File: src/rtl/fht_control.sv
// Sequencer and address generator for an in-place radix-2 FHT spread over four
// ping-pong RAM banks: stage/time counters, read/write addresses, coefficient address.
module fht_control #(
    parameter int A_BIT = 8,
    parameter int LAT   = 4
) (
    input  logic             iCLK,
    input  logic             iRESET,
    input  logic             iSTART,
    output logic             oST_ZERO,
    output logic             oST_LAST,
    output logic             o2ND_PART_SUBSEC,
    output logic [A_BIT-1:0] oSECTOR,
    output logic [A_BIT-1:0] oADDR_RD_0,
    output logic [A_BIT-1:0] oADDR_RD_1,
    output logic [A_BIT-1:0] oADDR_RD_2,
    output logic [A_BIT-1:0] oADDR_RD_3,
    output logic [A_BIT-1:0] oADDR_WR_0,
    output logic [A_BIT-1:0] oADDR_WR_1,
    output logic [A_BIT-1:0] oADDR_WR_2,
    output logic [A_BIT-1:0] oADDR_WR_3,
    output logic [A_BIT-1:0] oADDR_COEF,
    output logic             oWE_A,
    output logic             oWE_B,
    output logic             oSOURCE_DATA,
    output logic [1:0]       oSOURCE_CONT,
    output logic             oRDY
);
    localparam int BANK_SIZE = 1 << A_BIT;
    localparam int STAGES    = A_BIT + 2;
    localparam int T_W       = $clog2(BANK_SIZE + LAT);
    localparam int S_W       = $clog2(STAGES);
    localparam logic [T_W-1:0] T_LAST = T_W'(BANK_SIZE + LAT - 1);
    localparam logic [T_W-1:0] T_BANK = T_W'(BANK_SIZE);
    localparam logic [T_W-1:0] T_LAT  = T_W'(LAT);
    localparam logic [S_W-1:0] S_LAST = S_W'(STAGES - 1);
    localparam logic [S_W-1:0] S_ABIT = S_W'(A_BIT);
    localparam logic [S_W-1:0] S_ONE  = S_W'(1);

    typedef enum logic {ST_IDLE = 1'b0, ST_RUN = 1'b1} state_e;

    state_e           state_q, state_d;
    logic [S_W-1:0]   stage_q, stage_d;
    logic [T_W-1:0]   time_q, time_d;
    logic [A_BIT-1:0] rd_hold_q;
    logic [A_BIT-1:0] rd_pipe_q [LAT];
    logic             busy;
    logic             wr_active;
    logic [A_BIT-1:0] rd_now;
    logic [A_BIT-1:0] rd_addr;
    logic [A_BIT-1:0] wr_addr;
    logic [T_W-1:0]   t_shift;
    logic [T_W-1:0]   coef_mask;

    always_comb begin
        state_d = state_q;
        stage_d = stage_q;
        time_d  = time_q;
        case (state_q)
            ST_IDLE: begin
                if (iSTART) begin
                    state_d = ST_RUN;
                    stage_d = '0;
                    time_d  = '0;
                end
            end
            ST_RUN: begin
                if (time_q == T_LAST) begin
                    time_d = '0;
                    if (stage_q == S_LAST) begin
                        state_d = ST_IDLE;
                        stage_d = '0;
                    end else begin
                        stage_d = stage_q + S_ONE;
                    end
                end else begin
                    time_d = time_q + T_W'(1);
                end
            end
            default: state_d = ST_IDLE;
        endcase
    end

    always_ff @(posedge iCLK or negedge iRESET) begin
        if (!iRESET) begin
            state_q   <= ST_IDLE;
            stage_q   <= '0;
            time_q    <= '0;
            rd_hold_q <= '0;
            for (int i = 0; i < LAT; i++) rd_pipe_q[i] <= '0;
        end else begin
            state_q   <= state_d;
            stage_q   <= stage_d;
            time_q    <= time_d;
            rd_hold_q <= rd_addr;
            // Delay line is flushed while idle so a new run never sees stale addresses.
            rd_pipe_q[0] <= busy ? rd_addr : '0;
            for (int i = 1; i < LAT; i++) rd_pipe_q[i] <= busy ? rd_pipe_q[i-1] : '0;
        end
    end

    assign busy = (state_q == ST_RUN);

    // Stage 0 reads in bit-reversed order so later stages work in natural order.
    always_comb begin
        rd_now = time_q[A_BIT-1:0];
        if (stage_q == '0) begin
            for (int i = 0; i < A_BIT; i++) rd_now[i] = time_q[A_BIT-1-i];
        end
    end

    assign rd_addr   = !busy ? '0 : (time_q < T_BANK) ? rd_now : rd_hold_q;
    assign wr_addr   = busy ? rd_pipe_q[LAT-1] : '0;
    assign wr_active = busy && (time_q >= T_LAT);

    assign oADDR_RD_0 = rd_addr;
    assign oADDR_RD_1 = rd_addr;
    assign oADDR_RD_2 = rd_addr;
    assign oADDR_RD_3 = rd_addr;
    assign oADDR_WR_0 = wr_addr;
    assign oADDR_WR_1 = wr_addr;
    assign oADDR_WR_2 = wr_addr;
    assign oADDR_WR_3 = wr_addr;
    assign oWE_A      = wr_active & stage_q[0];
    assign oWE_B      = wr_active & ~stage_q[0];
    assign oRDY       = ~busy;

    always_comb begin
        oST_ZERO         = 1'b0;
        oST_LAST         = 1'b0;
        o2ND_PART_SUBSEC = 1'b0;
        oSECTOR          = '0;
        oADDR_COEF       = '0;
        oSOURCE_DATA     = 1'b0;
        oSOURCE_CONT     = 2'd0;
        t_shift          = '0;
        coef_mask        = '0;
        if (busy) begin
            oST_ZERO     = (stage_q == '0);
            oST_LAST     = (stage_q == S_LAST);
            oSOURCE_DATA = stage_q[0];
            if (stage_q != '0 && stage_q < S_ABIT) begin
                t_shift          = time_q >> (stage_q - S_ONE);
                o2ND_PART_SUBSEC = t_shift[0];
                oSECTOR          = A_BIT'(time_q >> stage_q);
                coef_mask        = (T_W'(1) << (stage_q - S_ONE)) - T_W'(1);
                oADDR_COEF       = A_BIT'((time_q & coef_mask) << (S_W'(A_BIT + 1) - stage_q));
            end else if (stage_q >= S_ABIT) begin
                oADDR_COEF = time_q[A_BIT-1:0];
            end
            if (stage_q == S_ABIT)              oSOURCE_CONT = 2'd1;
            else if (stage_q == S_ABIT + S_ONE) oSOURCE_CONT = 2'd2;
        end
    end
endmodule

File: config.mk
export PLATFORM = sky130hd
export DESIGN_NAME = fht_control
export DESIGN_NICKNAME = d
export VERILOG_FILES = /design/src/rtl/fht_control.sv
export SDC_FILE = /design/constraint.sdc
export NUM_CORES = 1
export LEC_CHECK = 0
export BUFFER_PORTS_ARGS = -buffer_cell sky130_fd_sc_hd__buf_4
export CAP_MARGIN = 20
export CORE_MARGIN = 5
export CORE_UTILIZATION = 29
export DETAILED_ROUTE_END_ITERATION = 6
export GPL_TIMING_DRIVEN = 0
export SLEW_MARGIN = 20
export SYNTH_ARGS = -nofsm -noshare
export SYNTH_HDL_FRONTEND = slang
export SYNTH_SLANG_ARGS = --single-unit
File: constraint.sdc
create_clock -name iCLK -period 9.11 [get_ports iCLK]
set_clock_uncertainty 0.15 [all_clocks]
set_input_delay 0.911 -clock iCLK [delete_from_list [all_inputs] [get_ports iCLK]]
set_output_delay 0.911 -clock iCLK [all_outputs]
set_load 0.005 [all_outputs]
==> flow_summary.yaml, run 1 <==
run_status:
  status: "finished, final reports clean"
floorplanning:
  die_w_um: 121.9
  die_y_um: 121.9
  die-area_sq_mm: 0.01485
  core.rowCount: 40
  num_io_pins: 92
  core-area_sq_mm: 0.01216
  start_util_pct: 29.85
pwr:
  leakage_nw: 2.168
  power.density_mw_per_mm2: 465.8
  ir_drop_mv: 0.1840
synth:
  synthDistinctLibCells: 58
  synth_edf_count: 0
  syn_nets: 448
  synth_xor_area_share_pct: 3.447
  synth-simple-area-share_pct: 22.44
  synth_top_family_by_area: "simple AND/OR/NAND/NOR gates"
  synth-seq-cells: 46
  synth_warnings: 0
  syn_inst: 434
  syn_area_per_cell_sq_um: 8.363
  synthMuxAreaShare_pct: 6.308
  synth_area_sq_mm: 0.003630
  synth_compound_area_share_pct: 16.55
  ys.flop_type: "dfrtp_1"
  synth.yosys.seq_area_share_pct: 31.71
  ys_async_sr_fraction_pct: 100.0
  synthAdderAreaFrac_pct: 3.792
clocking:
  cts.repair.resized: 0
  hold_buffers: 0
  clock_latency_ns: 0.29
  clockRootBuffer: "clkbuf_16"
  cts_made_buffers: 5
  clockBufferDepth: 2
  cts_htree_levels: 2
  cts.sinks: 46
  clk_pin_slew_ns: 0.07
  cts_tree: "built"
  post_cts_buffers: 0
global_routing:
  grt_overflow: 0
  grt_usage_pct: 14.27
  antenna_found_initial: 0
  grt_pass1_vias: 3159
  grt_max_degree: 47
  grt_first_pass_wirelength_um: 17020
worst_setup_path:
  worst-setup-path-type: "reg -> out"
  crit_fanout: 12
  cp_slowest_cell: "clkbuf_1"
  required_ns: 8.05
  crit_arrival_ns: 4.55
  crit_chain: "buf_6 > clkinv_1 > clkbuf_1 > ha_1 > buf_4 > xor2_1 > buf_4 > nor2_1 > nand2_1 > ha_1 > clkbuf_1 > nor2_1 > a31oi_1 > a21boi_2 > a2111oi_4 > o31ai_2 > buf_4"
  end_kind: "primary output"
  slowest_delay_ns: 0.62
  crit_top_cell: "buf_4"
  startpoint_type: "register"
layout:
  fill_cells: 1234
  layout_commonest_cell: "buf_4"
  finalNetCount: 546
  layout_common_cells: "buf_4, dfrtp_1, nand2_1, nor2_1, and2_1"
  drive_gt1_share_pct: 32.46
  final_util_pct: 38.43
  syn_to_final_growth_pct: 28.75
  antenna_cells: 0
timing:
  fin_crit_sh_pct: 61.54
  setup_tns_ns: 0
  max-slew-margin-rel_pct: 43.37
  timing.final.setup_violations: 0
  hold_viol: 0
  slew_violations: 0
  tightest_slew_ns: 0.8495
  timing.final.crit_period_ns: 5.606
  max_freq_mhz: 178.4
  rsz0062_at_grt: "false"
place:
  port-buffer-count: 91
  dp_hpwl_um: 8357
  place.gp.congestion: 0.8783
job:
  maxCapViolations: 0
route:
  vias: 3429
  drcViolationCount: 0
  avgRoutedWirePerCell_um: 15.48
  antenna_left: 0
  via_per_inst: 4.892
  drtIter0Drc: 335
  wirelength_um: 10850
  first_pass_iters: 5
worst_hold_path:
  hold_path.class: "reg -> reg"
critical path: cells and delay by family (launching register included):
| family | cells | cell delay (ns) |
|---|---|---|
| buf+inv | 7 | 1.87 |
| compound gates | 4 | 0.93 |
| flops | 1 | 0.45 |
| fa+ha+maj | 2 | 0.41 |
| xor+xnor | 1 | 0.32 |
| simple gates | 3 | 0.26 |
report_power, final:
| group | internal, mW | total (mW) | switching [mW] | leakage (nW) |
|---|---|---|---|---|
| Combinational | 0.825 | 1.65 | 0.825 | 1.53 |
| Clock | 0.103 | 0.181 | 0.0783 | 0.0704 |
| Sequential | 0.298 | 0.345 | 0.0470 | 0.568 |
cell usage after synthesis (3+ instances only):
cell type  instances  share of area [%]
buf_4             50                 10
dfrtp_1           46                 32
nand2_1           38                3.9
nor2_1            38                3.9
and2_1            33                5.7
o21ai_0           29                4.0
clkbuf_1          28                2.9
a21oi_1           19                2.6
mux2i_1           15                4.1
nand3_1           14                1.9
nor3_1            14                1.9
ha_1              11                3.8
and3_1             9                1.6
inv_1              7               0.72
o22ai_1            6                1.0
nand4_1            5               0.86
a31oi_1            4               0.69
buf_2              4               0.55
xnor2_1            4               0.97
xor2_1             4               0.97
buf_6              3               0.93
mux4_2             3                1.9
nor2b_1            3               0.52
o31ai_1            3               0.62
per-stage QoR:
step	hold slack [ns]	instances	power, mW	setup WS, ns	cell area, sq um
6_report	0.3031	701	2.177	3.504	4673
5_1_grt	0.3221	701	2.343	3.234	4673
2_1_floorplan	0.2837	434	1.353	4.847	3630
4_1_cts	0.3055	701	2.185	3.556	4673
3_5_place_dp	0.2915	693	1.996	3.879	4523
3_3_place_gp	0.2896	693	1.982	3.951	4523
final timing paths:
path / from / endpoint / slack (ns) / depth (start not counted)
worst min register to register: rd_pipe_q[13]$_DFF_PN0_ / rd_pipe_q[5]$_DFF_PN0_ / 0.30 / 1
worst max register to register: stage_q[0]$_DFFE_PN0P_ / rd_pipe_q[25]$_DFF_PN0_ / 5.77 / 11
worst max-delay path: stage_q[0]$_DFFE_PN0P_ / oADDR_COEF[7] / 3.50 / 17
min in group asynchronous: iRESET / rd_pipe_q[1]$_DFF_PN0_ / 0.47 / 1
max in group asynchronous: iRESET / time_q[1]$_DFFE_PN0P_ / 7.95 / 1
worst min-delay path: rd_pipe_q[13]$_DFF_PN0_ / rd_pipe_q[5]$_DFF_PN0_ / 0.30 / 1
sequential cells by signal (all words and copies together) (netlist names):
| register | cells |
|---|---|
| rd_hold_q | 3 |
| stage_q | 4 |
| rd_pipe_q | 29 |
| busy | 1 |
| time_q | 9 |
final cells by class:
cell class / instances / area, sq um / area share (%)
buffer: 86 / 538.0 / 11.51
tap: 168 / 210.2 / 4.498
multi-input combinational: 293 / 1907 / 40.80
clock buffer: 5 / 125.1 / 2.677
timing repair buffer: 91 / 683.2 / 14.62
clock inverter: 3 / 25.02 / 0.5355
sequential: 46 / 1151 / 24.63
inverter: 9 / 33.78 / 0.7229
layer usage:
layer,up-vias,GRT usage (%),routed length [um]
met3,21,1.718,727
met1,1620,20.27,4794
met2,144,23.10,5136
li1,1644,-,-
met5,-,0,0
met4,0,3.571,192
kinds of logic (layout without fill, tap and decap cells):
logic type,count (synthesis),count (layout)
DFF,46,46
buffers and inverters,95,194
and+or+nand+nor,165,165
xor gates and xnor gates,10,10
adders and majority gates,11,11
muxes,19,19
AOI/OAI and AO/OA,88,88
Power figures use the tool's default switching activity.
==> run 2, diff against run 1 <==
Clock period 9.11 ns to 4.8 ns, I/O delays scaled along.
==> run 2 against run 1 <==
Clock power is 90% higher; sequential cell count did not move; sequential power rose by 90%; non-clock buffer count fell by 1; clock-buffer cell count did not move; register-to-register slack lost 3.9 ns; power increased by 90%; global-route usage barely moved; worst setup slack got worse by 3.3 ns; sequential share of layout area fell by 0.066 points; critical path depth shrank 2; critical endpoint unchanged; largest cell class unchanged.
==> flow_summary.yaml, run 2 (synthesized netlist as in run 1, its figures left out) <==
timing:
  max-slew-margin-rel_pct: 56.75
  tightest_slew_ns: 0.6480
  slew_violations: 0
  fin_crit_sh_pct: 94.89
  timing.final.crit_period_ns: 4.555
  timing.final.setup_violations: 0
  holdWs_ns: 0.03738
  max_freq_mhz: 219.5
  rsz0062_at_grt: "false"
  hold_viol: 0
floorplanning:
  die_y_um: 121.9
  core.rowCount: 40
  die-area_sq_mm: 0.01485
  start_util_pct: 29.85
  num_io_pins: 92
  die_w_um: 121.9
  core-area_sq_mm: 0.01216
worst_setup_path:
  required_ns: 4.17
  crit_arrival_ns: 3.92
  startpoint_type: "register"
  slowest_delay_ns: 0.53
  worst-setup-path-type: "reg -> out"
  crit_chain: "inv_1 > ha_1 > buf_6 > a21bo_4 > xnor2_4 > nor2_1 > nand2_1 > ha_1 > clkbuf_2 > nor2_1 > a31oi_1 > a21boi_2 > a2111oi_4 > o31ai_2 > buf_4"
  end_kind: "primary output"
  crit_fanout: 16
  cp_slowest_cell: "dfrtp_1"
global_routing:
  grt_max_degree: 47
  grt_pass1_vias: 3151
  grt_overflow: 0
  antenna_found_initial: 0
  grt_first_pass_wirelength_um: 17000
  grt_usage_pct: 14.26
pwr:
  ir_drop_mv: 0.3497
  leakage_nw: 2.172
  power.density_mw_per_mm2: 883.8
layout:
  finalNetCount: 545
  syn_to_final_growth_pct: 29.09
  ff_latch_area_sq_mm: 0.001151
  layout_commonest_cell: "buf_4"
  largest_register_ffs: 29
  multi_input_area_sq_mm: 0.001914
  drive_gt1_share_pct: 33.27
  layout_common_cells: "buf_4, dfrtp_1, nand2_1, nor2_1, and2_1"
  fin_cells: 700
  antenna_cells: 0
  fill_cells: 1229
  top_regs: "rd_pipe_q x29, time_q x9, stage_q x4"
  regMostFlops: "rd_pipe_q"
job:
  maxCapViolations: 0
place:
  dp_cells: 693
  port-buffer-count: 91
  dp_hpwl_um: 8357
  place.gp.congestion: 0.8783
route:
  antenna_left: 0
  wirelength_um: 10860
  via_per_inst: 4.907
  avgRoutedWirePerCell_um: 15.52
  drcViolationCount: 0
  drtIter0Drc: 346
  vias: 3435
  first_pass_iters: 5
clocking:
  cts_htree_levels: 2
  cts_made_buffers: 5
  cts_tree: "built"
  post_cts_buffers: 0
  clockRootBuffer: "clkbuf_16"
  hold_buffers: 0
  clockBufferDepth: 2
  clock_latency_ns: 0.29
  clk_pin_slew_ns: 0.07
  cts.sinks: 46
run_status:
  status: "finished, final reports clean"
worst_hold_path:
  hold_path.class: "in -> async"
## run 2: cell count changes in the layout (fill, tap and decap cells not counted), sizes merged
cell,delta
clkbuf,-1
clkinvlp,+1
clkinv,-1
## run 2: path summary, 6_finish.rpt
kind                                         start                endpoint  slack, ns  depth (start not counted)
max in group asynchronous                   iRESET   time_q[1]$_DFFE_PN0P_       4.07                          1
hold / removal                              iRESET  rd_pipe_q[1]$_DFF_PN0_       0.04                          1
min in group iCLK          rd_pipe_q[13]$_DFF_PN0_  rd_pipe_q[5]$_DFF_PN0_       0.30                          1
setup reg to reg            stage_q[1]$_DFFE_PN0P_  rd_hold_q[6]$_DFF_PN0_       1.82                          9
hold reg to reg            rd_pipe_q[13]$_DFF_PN0_  rd_pipe_q[5]$_DFF_PN0_       0.30                          1
setup / recovery            stage_q[1]$_DFFE_PN0P_           oADDR_COEF[7]       0.25                         15
## run 2: layer usage
layer / track usage, % / vias up / part of all wire [%]
met5: 0 / - / 0
met4: 3.361 / 0 / 1.3
met3: 1.671 / 11 / 6.1
met2: 23.20 / 132 / 47
met1: 20.27 / 1651 / 45
li1: - / 1641 / -
## run 2: through the flow
stage               instance area [sq um]  setup slack (ns)  power (mW)  setup TNS, ns  utilization, %
floorplan                            3630            0.9682       2.569              0               -
global placement                     4523           0.07199       3.761              0           37.19
detailed placement                   4523       -0.00006484       3.788    -0.00006484           37.19
CTS                                  4672           0.01289       4.147              0           38.42
global route                         4686          0.004352       4.455              0           38.53
finish                               4686            0.2451       4.141              0           38.53
## run 2: critical path: cells and delay by family, from the launching register on
family	cells	cell delay, ns
DFF	1	0.53
and+or+nand+nor	3	0.26
AOI/OAI and AO/OA	5	1.18
xor gates and xnor gates	1	0.24
buffers and inverters	4	0.90
adders and majority gates	2	0.50
## run 2: timing repair
action,CTS,global route
gates resized for setup,2,4
gates cloned,0,0
endpoints found under the setup margin,5,4
## run 2: where the power goes
group / leakage, nW / internal (mW) / total, mW / switching (mW)
clock network: 0.0704 / 0.195 / 0.344 / 0.149
logic: 1.53 / 1.57 / 3.14 / 1.57
registers: 0.568 / 0.566 / 0.656 / 0.0900
## run 2: cell type report
type                       count  share of cell area [%]
buffer                        85                   11.51
clock buffer                   5                   2.670
clock inverter                 3                  0.5340
inverter                       9                  0.8011
multi-input combinational    293                   40.85
sequential                    46                   24.57
tap                          168                   4.486
timing repair buffer          91                   14.58
==> run 3, diff against run 2 <==
Settings changed: ABC_AREA set to 1.
==> run 3 against run 2 <==
Worst setup slack improved by 0.61 ns; sequential power rose by 7.5%; power rose by 2.1%; die area fell by 3.5%; clock-buffer cell count did not move.
==> flow_summary.yaml, run 3 <==
timing:
  fin_crit_sh_pct: 82.20
  rsz0062_at_grt: "false"
  hold_viol: 0
  timing.final.setup_violations: 0
  tightest_slew_ns: 0.5845
  max-slew-margin-rel_pct: 60.62
  timing.final.crit_period_ns: 3.945
  setup_tns_ns: 0
  slew_violations: 0
  max_freq_mhz: 253.5
  setup_slack_ns: 0.8545
  holdWs_ns: 0.02626
worst_setup_path:
  worst-setup-path-type: "reg -> out"
  end_kind: "primary output"
  crit_arrival_ns: 3.32
  crit_fanout: 12
  startpoint_type: "register"
  required_ns: 4.17
route:
  wirelength_um: 10030
  via_per_inst: 4.576
  antenna_left: 0
  drtIter0Drc: 216
  drcViolationCount: 0
  avgRoutedWirePerCell_um: 13.59
  first_pass_iters: 5
  vias: 3377
clocking:
  hold_buffers: 0
  clk_pin_slew_ns: 0.06
  post_cts_buffers: 0
  cts_made_buffers: 5
  clock_latency_ns: 0.28
  clockRootBuffer: "clkbuf_16"
  clockBufferDepth: 2
  cts_htree_levels: 2
  cts.repair.resized: 0
  cts.sinks: 46
  cts_tree: "built"
layout:
  layout_common_cells: "buf_4, nand2_1, inv_1, dfrtp_1, nor2_1"
  antenna_cells: 0
  top_regs: "rd_pipe_q x29, time_q x9, stage_q x4"
  syn_to_final_growth_pct: 29.15
  regMostFlops: "rd_pipe_q"
  multi_input_area_sq_mm: 0.001577
  fin_cells: 738
  ff_latch_area_sq_mm: 0.001151
  fill_cells: 1229
  finalNetCount: 604
  largest_register_ffs: 29
  drive_gt1_share_pct: 30.80
  layout_commonest_cell: "buf_4"
place:
  place_ws_ns: 1.170
  dp_hpwl_um: 7907
  port-buffer-count: 91
  dp_cells: 730
  place.gp.congestion: 0.8753
global_routing:
  grt_max_degree: 47
  grt_first_pass_wirelength_um: 16440
  grt_pass1_vias: 3190
  antenna_found_initial: 0
  grt_overflow: 0
  grt_usage_pct: 14.00
floorplanning:
  num_io_pins: 92
  die_w_um: 119.7
  start_util_pct: 29.30
  die-area_sq_mm: 0.01433
  core-area_sq_mm: 0.01191
  die_y_um: 119.7
  core.rowCount: 40
synth:
  synth.yosys.seq_area_share_pct: 32.99
  synth_area_sq_mm: 0.003490
  yosysMostFrequentCell: "nand2_1"
  synthDistinctLibCells: 38
  synth_top_area_cell: "dfrtp_1"
  syn_inst: 492
  syn_area_per_cell_sq_um: 7.093
  synth_top_area_share_pct: 32.99
  syn_nets: 506
  synth_area_leaders: "dfrtp_1, nand2_1, buf_4"
  synth_warnings: 0
  synthTopCellsByCount: "nand2_1, inv_1, buf_4"
  synth-seq-cells: 46
  ys.flop_type: "dfrtp_1"
  ys_async_sr_fraction_pct: 100.0
  synth_edf_count: 0
worst_hold_path:
  hold_path.class: "in -> async"
pwr:
  leakage_nw: 2.476
  power.density_mw_per_mm2: 937.8
  ir_drop_mv: 0.3465
run_status:
  status: "finished, final reports clean"
job:
  maxCapViolations: 0
[run 3: cell count changes after synthesis, moves of 4 or more]
cell	before	now
nand2_2	1	6
nand2_1	38	108
nand3_2	0	5
nor3_1	14	6
o211ai_1	1	10
and2_1	33	0
and3_1	9	0
mux2i_1	15	0
nand3_1	14	28
clkbuf_1	28	7
o21ai_1	1	6
inv_1	7	72
inv_2	0	4
[run 3: metrics by stage]
stage	instance area [sq um]	power (mW)	utilization, %
after floorplan	3490	2.580	-
after global placement	4357	3.878	36.58
after detailed placement	4357	3.916	36.58
after CTS	4507	4.271	37.84
after global routing	4507	4.639	37.84
final	4507	4.226	37.84
[run 3: cell families (layout without fill, tap and decap cells)]
| group | count (synthesis) | after routing | synth area share, % |
|---|---|---|---|
| DFF | 46 | 46 | 32.99 |
| xor gates and xnor gates | 7 | 7 | 1.757 |
| buffers and inverters | 144 | 243 | 21.84 |
| AOI/OAI and AO/OA | 83 | 83 | 14.02 |
| and+or+nand+nor | 201 | 201 | 25.46 |
| adders and majority gates | 11 | 11 | 3.944 |
[run 3: area by class of cell]
class / instances / share of cell area [%]
buffer: 66 / 10.30
clock buffer: 5 / 2.776
clock inverter: 3 / 0.5552
inverter: 78 / 6.607
multi-input combinational: 302 / 34.98
sequential: 46 / 25.54
tap: 147 / 4.081
timing repair buffer: 91 / 15.16
[run 3: worst paths after layout]
kind | from | to | slack [ns] | cells after the start
min | iRESET | rd_pipe_q[5]$_DFF_PN0_ | 0.03 | 1
max reg2reg | stage_q[0]$_DFFE_PN0P_ | rd_hold_q[5]$_DFF_PN0_ | 1.93 | 12
min in group iCLK | rd_pipe_q[13]$_DFF_PN0_ | rd_pipe_q[5]$_DFF_PN0_ | 0.28 | 2
max | stage_q[0]$_DFFE_PN0P_ | oADDR_COEF[7] | 0.85 | 18
min reg2reg | rd_pipe_q[13]$_DFF_PN0_ | rd_pipe_q[5]$_DFF_PN0_ | 0.28 | 2
max in group asynchronous | iRESET | rd_pipe_q[24]$_DFF_PN0_ | 4.09 | 1
[run 3: power breakdown]
| group | leakage, nW | internal, mW | switching [mW] |
|---|---|---|---|
| clock | 0.0704 | 0.195 | 0.146 |
| combinational | 1.86 | 1.58 | 1.60 |
| sequential | 0.550 | 0.579 | 0.126 |
[run 3: worst max-delay path: stages, from the launching register on]
cell and delay [ns]:
dfrtp_1 0.43, buf_4 0.20, inv_1 0.13, buf_4 0.23
ha_1 0.23, inv_1 0.05, nand2_1 0.10, nand2_2 0.09
buf_6 0.16, nor2_2 0.08, nand2_1 0.07, ha_1 0.35
nor3_1 0.20, a21oi_1 0.08, or2_2 0.29, nand3_1 0.09
nand3_1 0.08, nand2_1 0.07, buf_4 0.10
[run 3: metal layers]
metal / vias up / GRT usage [%] / share of wire [%]
met3: 17 / 2.686 / 6.4
met2: 132 / 22.74 / 47
li1: 1716 / - / -
met5: - / 0 / 0
met1: 1512 / 18.95 / 44
met4: 0 / 4.080 / 2.3
